[config.mk]
export PLATFORM = sky130hd
export DESIGN_NAME = scan_chain_ctrl
export DESIGN_NICKNAME = d
export VERILOG_FILES = /design/src/rtl/scan_ctrl_pkg.sv /design/src/rtl/scan_ctrl_shreg.sv /design/src/rtl/scan_chain_ctrl.sv
export SDC_FILE = /design/constraint.sdc
export NUM_CORES = 1
export LEC_CHECK = 0
export ABC_AREA = 1
export BUFFER_PORTS_ARGS = -buffer_cell sky130_fd_sc_hd__buf_4
export CAP_MARGIN = 10
export CORE_MARGIN = 10
export CORE_UTILIZATION = 50
export DETAILED_ROUTE_END_ITERATION = 10
export GPL_ROUTABILITY_DRIVEN = 0
export PLACE_DENSITY = 0.73
export RECOVER_POWER = 50
export SYNTH_ARGS = -nofsm -noshare
export SYNTH_HDL_FRONTEND = slang
export SYNTH_HIERARCHICAL = 1
export SYNTH_SLANG_ARGS = --single-unit
[constraint.sdc]
create_clock -name CLK -period 2 [get_ports CLK]
set_input_delay 0.1 -clock CLK [delete_from_list [all_inputs] [get_ports CLK]]
set_output_delay 0.1 -clock CLK [all_outputs]
set_load 0.005 [all_outputs]
[src/rtl/scan_ctrl_pkg.sv]
// Shared types for the scan chain controller.
// Holds the sequencer state encoding and the counter sizing helper.
package scan_ctrl_pkg;

    typedef enum logic [2:0] {
        ST_IDLE,
        ST_SHIFT,
        ST_CAPTURE,
        ST_UNLOAD,
        ST_FIN
    } state_t;

    function automatic int cnt_width(input int len, input int cap);
        int m;
        m = (len > cap) ? len : cap;
        return $clog2(m + 1);
    endfunction

endpackage

[src/rtl/scan_ctrl_shreg.sv]
// Parallel-load, serial-in shift register; MSB is the serial output.
// Shifts left with the serial input entering at bit 0.
module scan_ctrl_shreg #(
    parameter int WIDTH = 32
) (
    input  logic             clk,
    input  logic             rn,
    input  logic             load,
    input  logic             shift,
    input  logic [WIDTH-1:0] d,
    input  logic             sin,
    output logic [WIDTH-1:0] q
);

    always_ff @(posedge clk) begin
        if (!rn) begin
            q <= '0;
        end else if (load) begin
            q <= d;
        end else if (shift) begin
            q <= {q[WIDTH-2:0], sin};
        end
    end

endmodule

[src/rtl/scan_chain_ctrl.sv]
// Scan-test initiator: load a pattern, capture functionally, unload response.
// SE/SI are decoded purely from registered state and the pattern register.
module scan_chain_ctrl
    import scan_ctrl_pkg::*;
#(
    parameter int   CHAIN_LEN      = 32,
    parameter int   CAPTURE_CYCLES = 1,
    parameter logic FILL           = 1'b0
) (
    input  logic                 CLK,
    input  logic                 RN,
    input  logic                 START,
    input  logic                 ABORT,
    input  logic [CHAIN_LEN-1:0] PAT_IN,
    input  logic                 SO,
    output logic                 SE,
    output logic                 SI,
    output logic                 BUSY,
    output logic                 DONE,
    output logic [CHAIN_LEN-1:0] RESP_OUT
);

    localparam int CW = cnt_width(CHAIN_LEN, CAPTURE_CYCLES);
    localparam logic [CW-1:0] LEN_TC = CW'(CHAIN_LEN - 1);
    localparam logic [CW-1:0] CAP_TC = CW'(CAPTURE_CYCLES - 1);

    state_t          state;
    state_t          state_n;
    logic [CW-1:0]   cnt;
    logic [CW-1:0]   cnt_n;
    logic            pat_load;
    logic            pat_shift;
    logic            resp_shift;
    logic [CHAIN_LEN-1:0] pat_q;

    scan_ctrl_shreg #(.WIDTH(CHAIN_LEN)) u_pat (
        .clk   (CLK),
        .rn    (RN),
        .load  (pat_load),
        .shift (pat_shift),
        .d     (PAT_IN),
        .sin   (1'b0),
        .q     (pat_q)
    );

    scan_ctrl_shreg #(.WIDTH(CHAIN_LEN)) u_resp (
        .clk   (CLK),
        .rn    (RN),
        .load  (1'b0),
        .shift (resp_shift),
        .d     ('0),
        .sin   (SO),
        .q     (RESP_OUT)
    );

    always_ff @(posedge CLK) begin
        if (!RN) begin
            state <= ST_IDLE;
            cnt   <= '0;
        end else begin
            state <= state_n;
            cnt   <= cnt_n;
        end
    end

    always_comb begin
        state_n    = state;
        cnt_n      = cnt;
        pat_load   = 1'b0;
        pat_shift  = 1'b0;
        resp_shift = 1'b0;
        unique case (state)
            ST_IDLE: begin
                if (START && !ABORT) begin
                    state_n  = ST_SHIFT;
                    cnt_n    = '0;
                    pat_load = 1'b1;
                end
            end
            ST_SHIFT: begin
                pat_shift = 1'b1;
                if (ABORT) begin
                    state_n = ST_IDLE;
                end else if (cnt == LEN_TC) begin
                    state_n = ST_CAPTURE;
                    cnt_n   = '0;
                end else begin
                    cnt_n = cnt + CW'(1);
                end
            end
            ST_CAPTURE: begin
                if (ABORT) begin
                    state_n = ST_IDLE;
                end else if (cnt == CAP_TC) begin
                    state_n = ST_UNLOAD;
                    cnt_n   = '0;
                end else begin
                    cnt_n = cnt + CW'(1);
                end
            end
            ST_UNLOAD: begin
                // the aborting edge may still sample SO; response is void then
                resp_shift = 1'b1;
                if (ABORT) begin
                    state_n = ST_IDLE;
                end else if (cnt == LEN_TC) begin
                    state_n = ST_FIN;
                    cnt_n   = '0;
                end else begin
                    cnt_n = cnt + CW'(1);
                end
            end
            ST_FIN: begin
                state_n = ST_IDLE;
            end
            default: begin
                state_n = ST_IDLE;
            end
        endcase
    end

    assign SE   = (state == ST_SHIFT) || (state == ST_UNLOAD);
    assign SI   = (state == ST_SHIFT)  ? pat_q[CHAIN_LEN-1] :
                  (state == ST_UNLOAD) ? FILL : 1'b0;
    assign BUSY = (state == ST_SHIFT) || (state == ST_CAPTURE) ||
                  (state == ST_UNLOAD);
    assign DONE = (state == ST_FIN);

endmodule

Word level (Yosys, flattened, before mapping)
Cells that the tools add are included. Widths: inputs -> output; s select.

Input bits: 37. Register bits: 73. Output and inout port bits: 36.

Reductions and logical operators: 12. $add $sub $neg: 1. Mux-type cells: 21. Equality and inequality tests: 11.

Operators with widths (number): $mux 32 (2); $mux 6 (5); $mux 3 (7); $pmux 6 s3 (1); $pmux 3 s4 (1); $ne 3x3->1 const B (3); $reduce_and 4->1 (2); $add 6x1->6 const B (1); $eq 3x2->1 const B (2); $eq 6x5->1 const B (1); $logic_not 6->1 (1); $ne 2x2->1 const B (3); $mux 1 (5); $eq 3x1->1 const B (1); $eq 3x3->1 const B (1); $logic_not 3->1 (1); $logic_or 1x1->1 (3); $reduce_bool 3->1 (1); $reduce_bool 2->1 (1); $reduce_or 2->1 (1); $logic_and 1x1->1 (1); $logic_not 1->1 (1).

Logic depth before layout (Yosys ltp)
Word-level depth: 5. Gate-level depth with buffers: 11.

Cells and area by module
Netlist, hierarchy kept.

By module, submodules not included: scan_ctrl_shreg (area each 1664.1 um2, cells each 246, times used 2, seq. area each 640.6 um2); scan_chain_ctrl (area each 590.6 um2, cells each 91, times used 1, seq. area each 180.2 um2).

Worst setup path before layout
OpenSTA, ideal clock, no wires.

Path kind: register to register. Start: reg state[1]. End: reg u_pat.q[10]. Period minus slack after synthesis: 1.527 ns. Data arrival time: 1.418 ns. Path buffers: 2. Slack: 0.473 ns. Stages on the path, launching flop included: 11. Cells stage by stage: dfxtp_1 -> nor2_1 -> nand2_1 -> nor3_1 -> buf_6 -> inv_4 -> buf_2 -> nand3_1 -> nand3_1 -> nand2_1 -> inv_1.

Longest elaborated chain between the ends: 3.

Ends and longest elaborated chain: from (decl) (line scan_chain_ctrl.sv:27) `state_t state;`; from (signal assigned) (line scan_chain_ctrl.sv:61) `state <= state_n;`; $logic_not 3->1 (*) (line scan_chain_ctrl.sv:72) `unique case (state)`; $mux 1 (*) (line scan_chain_ctrl.sv:72); via pat_load (line scan_chain_ctrl.sv:31) `logic pat_load;`; $mux 32 / $reduce_bool 2->1 (equally long branches); to (signal assigned) (line scan_ctrl_shreg.sv:21) `q <= {q[WIDTH-2:0], sin};`; to (decl) (line scan_ctrl_shreg.sv:12) `output logic [WIDTH-1:0] q`.

Mark *: on every way through the listed nets, which the timed path passes. The rest lies on a longest branch. A chain may end at the register's enable or synchronous reset.

Worst setup path in the final report
Start: reg state[0]. End: reg u_resp.q[31].

Longest elaborated chain between the ends: 2.

Ends and longest elaborated chain: $eq 3x2->1 (line scan_chain_ctrl.sv:72); $mux 1 (line scan_chain_ctrl.sv:72); via resp_shift (line scan_chain_ctrl.sv:33) `logic resp_shift;`; to (signal assigned) (line scan_ctrl_shreg.sv:21); to (decl) (line scan_ctrl_shreg.sv:12).

The timed path passes the listed nets, and every way through them passes these cells.

==> flow_summary.yaml <==
sta:
  setup_viol: 0
  max_slew_margin_pct: 35.18
  drv_slew: 0
  max_freq_ghz: 0.5736
  final_hold_viol_count: 0
  hold_slack_ns: 0.05233
  worst_pin_slew_ns: 0.9701
  fin_crit_ns: 1.743
  fin_crit_sh_pct: 87.17
  fin_tns_setup_ns: 0
  clock_skew_ns: 0.007002
  rsz0062_at_grt: "false"
cts:
  cts-root-buf: "clkbuf_8"
  cts_tree: "built"
  post_cts_buffers: 0
  hold_buffers: 0
  cts_max_level: 3
  cts_buffers: 9
  insertion_delay_ns: 0.34
  cts_resized: 0
  clock_path_buffers: 2
  clock-sinks: 73
  path_clk_slew_ns: 0.07
global_route:
  track_usage_pct: 15.59
  grt_max_degree: 54
  first_global_vias: 3416
  grt-ovfl-total: 0
  antenna_found_initial: 0
  grt_pass1_wl_mm: 15.33
placement:
  dp_cells: 764
  hpwl_mm: 6.228
  placed_area_um2: 4546
  port_buffers: 72
min_path:
  hold_depth: 5
  hp-class: "in -> reg"
  min-delay-start: "PAT_IN[14]"
  min_to: "u_pat/q[14]"
routing:
  drc: 0
  wirelength_mm: 8.970
  vias_per_cell: 4.706
  vias: 3671
  detail_route.wl_per_cell_um: 11.50
  detail_route.first_pass.iterations: 4
  drtIter0Drc: 153
  drtAntennaViolNets: 0
worst_setup_path:
  r2r_cells: 7
  cpPeakStageDelay_ns: 0.75
  reg2reg_from: "state[0]"
  critical_path_arrival_ns: 2.03
  worst-path-buf-inv: 2
  cp-end-kind: "flip-flop"
  cp_max_fo: 32
  worstSetupPathType: "reg -> reg"
  worstReg2RegEnd: "u_resp/q[31]"
  crit_chain: "inv_1 -> nor3_2 -> nor2_4 -> nand2_1 -> nand3_1 -> nand2_1 -> inv_1"
  required_ns: 2.29
  rrSetupSlack_ns: 0.26
  start_kind: "flip-flop"
  slowest_stage: "nor2_4"
  critPathTopFamily: "simple AND/OR/NAND/NOR gates"
synth:
  postSynthAreaPerCell_um2: 6.722
  synth.most_common_cell: "nand2_1"
  synth_seq_area_share_pct: 37.29
  synth_common_cells: "182 x nand2_1, 123 x nand3_1, 80 x inv_1"
  ys.flop_type: "dfxtp_1"
  synth-async-reset-ratio_pct: 0
  ys_seq_elements: 73
  synthesis.instances: 583
  syn_area_um2: 3919
  synth_edf_count: 0
  ys_types: 25
  synth_area_leaders: "dfxtp_1 37%, nand2_1 17%, nand3_1 16%"
  yosys_warnings: 6
  yosys.area.top_type: "dfxtp_1"
  synth_top_area_share_pct: 37.29
die:
  io_pins: 73
  die_y_um: 108.5
  num_rows: 32
  die-width_um: 108.5
  initial_utilization_pct: 50.98
  die-area_um2: 11780
  core_um2: 7687
outcome:
  status: "complete, no violations"
pwr:
  p_leak_uw: 0.002494
  p_per_area_nw_per_um2: 905.0
  vdd_ir_drop_max_uv: 430.9
layout:
  final_nets: 712
  antenna_cells: 0
  drive_above_1_share_pct: 20.50
  final_area_um2: 4669
  stdcell_count: 780
  area_growth_pct: 19.16
job:
  drv_cap: 0
## layout make-up
type | instances | area, um^2
clock inverters | 2 | 10.01
flip-flops and latches | 73 | 1461
multi-input cells | 427 | 1987
fillers | 739 | 3018
well taps | 102 | 127.6
clock buffers | 14 | 182.7
inverters | 82 | 312.8
repair buffers | 80 | 588.1
## sequential cells by signal (all words and copies together), names as in the netlist
register,count
u_resp/q,32
state,3
cnt,6
u_pat/q,32
## cells by family after synthesis
kind of cell / synth area share (%)
simple gates: 43.58
flops: 37.29
compound gates: 3.097
buf+inv: 14.62
other cells: 0.09569
xor+xnor: 0.6706
fa+ha+maj: 0.6385
## report_power, final
group	internal (uW)	leakage, uW	switching, uW	total, uW
clock	583	0.000102	516	1100
combinational	511	0.00179	882	1390
sequential	1620	0.000598	114	1730
total	2710	0.00249	1510	4230
## cells in the final DEF, fill, tap and decap left out, drive strengths merged
master,synthesis,routed
clkinv,0,2
nor3,4,4
a21boi,1,1
inv,82,82
conb,1,34
ha,2,2
o21bai,1,1
clkbuf,0,50
xor2,3,3
nand3,125,125
buf,34,44
a21oi,8,8
nor2,20,20
dfxtp,73,73
o211ai,1,1
o21ai,5,5
nand2,223,223
## through the flow
step           total power, uW  util, %  setup slack [ns]
4_1_cts                   4321    61.64            0.2688
5_1_grt                   4533    60.74           0.03888
2_1_floorplan             2917        -            0.4734
6_report                  4226    60.74            0.2566
3_5_place_dp              3213    59.13            0.2877
3_3_place_gp              3183    59.13            0.3621
## per-layer routing
| metal | global-route usage [%] | vias to the layer above | wire (um) |
|---|---|---|---|
| met5 | 0 | - | 0 |
| met4 | 5.650 | 0 | 102 |
| met1 | 19.49 | 1657 | 4071 |
| li1 | - | 1939 | - |
| met3 | 4.283 | 8 | 465 |
| met2 | 25.17 | 67 | 4330 |
## worst max-delay path by stage
| stage | end | start | cells past startpoint |
|---|---|---|---|
| CTS | u_pat/q[29] | state[2] | 10 |
| floorplan | u_pat/q[10] | state[1] | 10 |
| global route | u_resp/q[15] | state[0] | 7 |
| finish | u_resp/q[31] | state[0] | 7 |
| detailed placement | u_pat/q[29] | state[2] | 10 |
| global placement | u_pat/q[31] | state[2] | 10 |
## worst register-to-register path, delay by kind of cell (launching register included)
| family | cells | cell delay, ns |
|---|---|---|
| flops | 1 | 0.32 |
| simple gates | 5 | 1.16 |
| buf+inv | 2 | 0.21 |
Note: power is estimated with default switching activity, not from simulation.
